--- config.mk ---
export PLATFORM = sky130hd
export DESIGN_NAME = tanh_sequencer
export DESIGN_NICKNAME = d
export VERILOG_FILES = /design/src/rtl/tanh_sequencer.sv
export SDC_FILE = /design/constraint.sdc
export NUM_CORES = 1
export LEC_CHECK = 0
export CAP_MARGIN = 20
export CORE_MARGIN = 3
export CORE_UTILIZATION = 31
export DETAILED_ROUTE_END_ITERATION = 8
export MAX_ROUTING_LAYER = met4
export PLACE_DENSITY = 0.66
export RECOVER_POWER = 100
export SETUP_SLACK_MARGIN = 0.3
export SKIP_CTS_REPAIR_TIMING = 1
export SLEW_MARGIN = 20
export SYNTH_ARGS = -nofsm -noshare
export SYNTH_HDL_FRONTEND = slang
export SYNTH_SLANG_ARGS = --single-unit
--- constraint.sdc ---
create_clock -name clock -period 2.1 [get_ports clock]
set_input_delay 0.525 -clock clock [delete_from_list [all_inputs] [get_ports clock]]
set_output_delay 0.525 -clock clock [all_outputs]
set_load 0.01 [all_outputs]
--- src/rtl/tanh_sequencer.sv ---
// rtl/tanh_sequencer.sv - single-op tanh(x) sequencer with local saturation/linear paths and engine dispatch
module tanh_sequencer #(
    parameter int unsigned SAT_EXP = 130,
    parameter int unsigned LIN_EXP = 123,
    parameter int unsigned TIMEOUT = 64
) (
    input  logic        clock,
    input  logic        resetn,
    input  logic        in_valid,
    input  logic [31:0] in_x,
    output logic        in_ready,
    output logic        eng_start,
    output logic [31:0] eng_x,
    input  logic        eng_done,
    input  logic [31:0] eng_y,
    output logic        out_valid,
    output logic [31:0] out_y,
    input  logic        out_ready,
    output logic [1:0]  region,
    output logic        err_timeout
);

    localparam int CW = $clog2(TIMEOUT) + 1;
    localparam logic [1:0]  REG_HYP  = 2'b00;
    localparam logic [1:0]  REG_SAT  = 2'b01;
    localparam logic [1:0]  REG_LIN  = 2'b10;
    localparam logic [1:0]  REG_NONE = 2'b11;
    localparam logic [31:0] QNAN     = 32'h7FC0_0000;

    typedef enum logic [1:0] {IDLE, DISPATCH, WAIT, HOLD} state_t;

    state_t          state;
    state_t          state_next;
    logic [CW-1:0]   count;
    logic [7:0]      x_exp;
    logic            is_nan;
    logic            is_sat;
    logic            is_lin;
    logic            accept;
    logic [1:0]      x_region;
    logic [31:0]     local_y;
    logic            wait_expired;

    // NaN is checked before saturation so a NaN payload propagates untouched.
    assign x_exp   = in_x[30:23];
    assign is_nan  = (x_exp == 8'hFF) && (in_x[22:0] != 23'd0);
    assign is_sat  = !is_nan && (x_exp >= 8'(SAT_EXP));
    assign is_lin  = !is_nan && (x_exp < 8'(LIN_EXP));

    always_comb begin
        x_region = REG_HYP;
        local_y  = in_x;
        if (is_nan) begin
            x_region = REG_SAT;
        end else if (is_sat) begin
            x_region = REG_SAT;
            local_y  = {in_x[31], 31'h3F80_0000};
        end else if (is_lin) begin
            x_region = REG_LIN;
        end
    end

    assign in_ready     = (state == IDLE);
    assign accept       = in_valid && in_ready;
    assign eng_start    = (state == DISPATCH);
    assign out_valid    = (state == HOLD);
    assign wait_expired = (count == CW'(TIMEOUT - 1));

    always_comb begin
        state_next = state;
        case (state)
            IDLE:     if (accept) state_next = (x_region == REG_HYP) ? DISPATCH : HOLD;
            DISPATCH: state_next = WAIT;
            WAIT:     if (eng_done || wait_expired) state_next = HOLD;
            HOLD:     if (out_ready) state_next = IDLE;
            default:  state_next = IDLE;
        endcase
    end

    always_ff @(posedge clock) begin
        if (!resetn) begin
            state <= IDLE;
        end else begin
            state <= state_next;
        end
    end

    // Datapath registers; eng_done is only honoured in WAIT so stale pulses are dropped.
    always_ff @(posedge clock) begin
        if (!resetn) begin
            count       <= '0;
            eng_x       <= '0;
            out_y       <= '0;
            region      <= REG_NONE;
            err_timeout <= 1'b0;
        end else begin
            case (state)
                IDLE: begin
                    if (accept) begin
                        region <= x_region;
                        if (x_region == REG_HYP) begin
                            eng_x <= in_x;
                        end else begin
                            out_y <= local_y;
                        end
                    end
                end
                DISPATCH: count <= '0;
                WAIT: begin
                    if (eng_done) begin
                        out_y <= eng_y;
                    end else if (wait_expired) begin
                        out_y       <= QNAN;
                        err_timeout <= 1'b1;
                    end else begin
                        count <= count + CW'(1);
                    end
                end
                default: ;
            endcase
        end
    end

endmodule
==> results.cfg <==
[die]
count_of_standard_cell_rows = 39
die_ar_mm2 = 0.01317
chipWidth_um = 114.7
die_h_um = 114.7
initial_core_util_pct = 31.97
top_level_ports = 139
core_area_mm2 = 0.01147

[run_status]
status = complete, no violations

[sta]
finalHoldViolations = 0
finalSetupViolations = 0
finalCritPeriodShare_pct = 92.76
fmaxAchievable_mhz = 513.4
setup_total_neg_slack_ns = 0
worst_clock_skew_ns = 0.008368
timing.final.ws_setup_ns = 0.1520
max-slew-margin-rel_pct = 59.15
worst-slew-pin-transition_ns = 0.6128
maxSlewViolCount = 0
rsz0062_at_grt = true
min_tclk_post_route_ns = 1.948

[global_route]
grt_pass1_wl_um = 19980
first_global_vias = 3855
grt_usage_pct = 19.49
grt_max_degree = 44
grt_remaining_overflow = 0
grt_antenna_before_repair = 0

[clocking]
clkSlewWorstSetupHoldPaths_ns = 0.06
h_tree_lvl_count = 3
cts-root-to-sink-buffers = 2
tritoncts.num_buffers = 9
clk_latency_ns = 0.33
clock_sinks = 76
cts_tree = done
clk_root_buffer_cell = clkbuf_16

[worst_hold_path]
timing.hold.worst_endpoint = eng_x[9]
hold-path-cell-count = 2
timing.hold.worst.start = eng_x[9]
worst_hold_check_path_type = reg2reg

[pwr]
powerDensity_mw_per_mm2 = 1135
power_leakage_nw = 2.930
design_power_total_mw = 7.731
vdd.ir_drop.worst_mv = 0.7972

[worst_setup_path]
r2r_start = state[0]
reg_to_reg_end = out_y[19]
path_max_fanout = 7
worst-r2r-setup-slack_ns = 0.17
cp-end-kind = register
critical_path.max_stage_delay_ns = 0.56
critical_path_arrival_ns = 2.22
worst-r2r-cell-count = 10
timing.setup.critical_path_class = in2reg
startpoint_type = primary input
critical_path_required_ns = 2.37
slowest_library_cell_on_the_worst_path = or4_4
cp_cell_instances = buf_8 -> or4_4 -> o21ai_4 -> and3b_2 -> clkbuf_2 -> nand2_1 -> a21oi_2

[cells_and_area]
share_of_final_layout_standard_cells_stronger_than_drive_strength_1_pct = 31.56
final_core_util_pct = 59.39
fin_nets = 728
n_antenna_cell = 0
mostFrequentLayoutCell = dfxtp_1
area_growth_pct = 85.77
layout.cells.most_common_list = 73 x dfxtp_1, 63 x dlygate4sd3_1, 63 x buf_4, 62 x nand2_1, 43 x a21oi_1
fin_area_mm2 = 0.006810

[placement]
final_estimated_routing_congestion_in_global_placement = 0.8502
hpwlAfterDp_um = 9549
placedInstanceArea_mm2 = 0.005664
place_ws_ns = -0.9404
numPortBuffers = 138

[synth]
ys_seq_area_share_pct = 41.50
yosysWarningCount = 0
leading_area_contributor_after_synthesis = dfxtp_1
netlist_area_mm2 = 0.003666
synthArstFlopShare_pct = 0
synth.net_count = 524
netlist-cell-type-count = 45
syn_area_per_cell_um2 = 8.147
synth-seq-cells = 76
top_flip_flop_cell_by_instance_count_after_synthesis = dfxtp_1
synth.area.top_cells = dfxtp_1 42%, nand2_1 9.0%, a21oi_1 8.1%
synth_enable_flop_cells = 0
post_synth_inst_count = 450
netlist.area_leader.share_pct = 41.50

[drt]
vias = 4217
remaining_drcs = 0
drt_first_iter_violations = 272
drtPass1Iterations = 5
viasPerCell = 5.258
drtAntennaViolNets = 0
routed_length_per_instance_um = 18.42
drt-total-wl_um = 14770

[run]
max_cap_violations = 0
## metal layers
layer / part of all wire (%) / global-route usage [%] / wire [um]
met5: 0 / - / 0
met4: 1.8 / 6.808 / 264
met3: 5.9 / 3.526 / 876
met2: 49 / 28.06 / 7230
met1: 43 / 27.42 / 6403
## registers in the layout, summed over array words and instances, names as in the netlist
| signal | flops |
|---|---|
| eng_x | 32 |
| count | 7 |
| state | 2 |
| out_y | 32 |
| region | 2 |
| err_timeout | 1 |
## stage by stage
step                      cells  hold WS (ns)
after global placement      760        0.4348
after CTS                   776        0.4557
after global routing        802        0.4787
after detailed placement    760        0.4471
final                       802        0.4531
after floorplan             450        0.4206
## worst max path at each step
stage                     cells after the start  startpoint        end  slack, ns
after detailed placement                      6    in_x[24]  out_y[29]      -0.94
after global placement                        6    in_x[24]  out_y[23]      -0.86
after CTS                                     6    in_x[24]  out_y[29]      -0.60
final                                         7    in_x[24]  eng_x[17]       0.15
after floorplan                               7    in_x[24]  out_y[10]       0.04
after global routing                          7    in_x[24]  eng_x[17]        0.1
## power by group
part | total, mW | leakage, nW | internal (mW) | switching (mW)
Combinational | 4.06 | 2.17 | 2.03 | 2.03
Clock | 1.58 | 0.138 | 0.955 | 0.629
Sequential | 2.08 | 0.623 | 1.84 | 0.243
Total | 7.73 | 2.93 | 4.83 | 2.90
## cells by family (layout without fill, tap and decap cells)
group	count (synthesis)	count (layout)	share of synthesized area (%)
adder cells (fa/ha/maj)	5	5	1.706
XOR/XNOR	3	3	0.7169
AND/OR/NAND/NOR	170	173	21.84
AO/OA/AOI/OAI	152	152	28.98
buffers and inverters	44	250	5.256
flip-flops	76	76	41.50
## cells in the mapped netlist (2+ instances only)
cell type and instances:
nand2b_1 4, nand3_1 5, o21ai_1 3, a311oi_1 4
a31oi_1 2, buf_2 7, o21a_1 7, nand2_1 88
a21oi_1 59, nor2b_1 25, a311oi_2 18, o21ai_0 40
nor2_1 17, nand4_1 6, dfxtp_1 76, inv_1 5
nor3_1 10, clkbuf_1 29, xor2_1 3, buf_6 2
a32o_1 7, o31ai_1 2, ha_1 5, nor4_1 5
## area by class of cell
class | count | area [um2]
Sequential cell | 76 | 1528
Inverter | 5 | 18.77
Tap cell | 143 | 178.9
Clock buffer | 11 | 242.7
Timing Repair Buffer | 229 | 2349
Fill cell | 966 | 4657
Multi-Input combinational cell | 333 | 2432
Clock inverter | 5 | 61.31
## worst max-delay path, delay by kind of cell
family,cells,cell delay [ns]
AO/OA/AOI/OAI,2,0.37
buffers and inverters,2,0.33
AND/OR/NAND/NOR,3,0.99
Power figures use the tool's default switching activity.
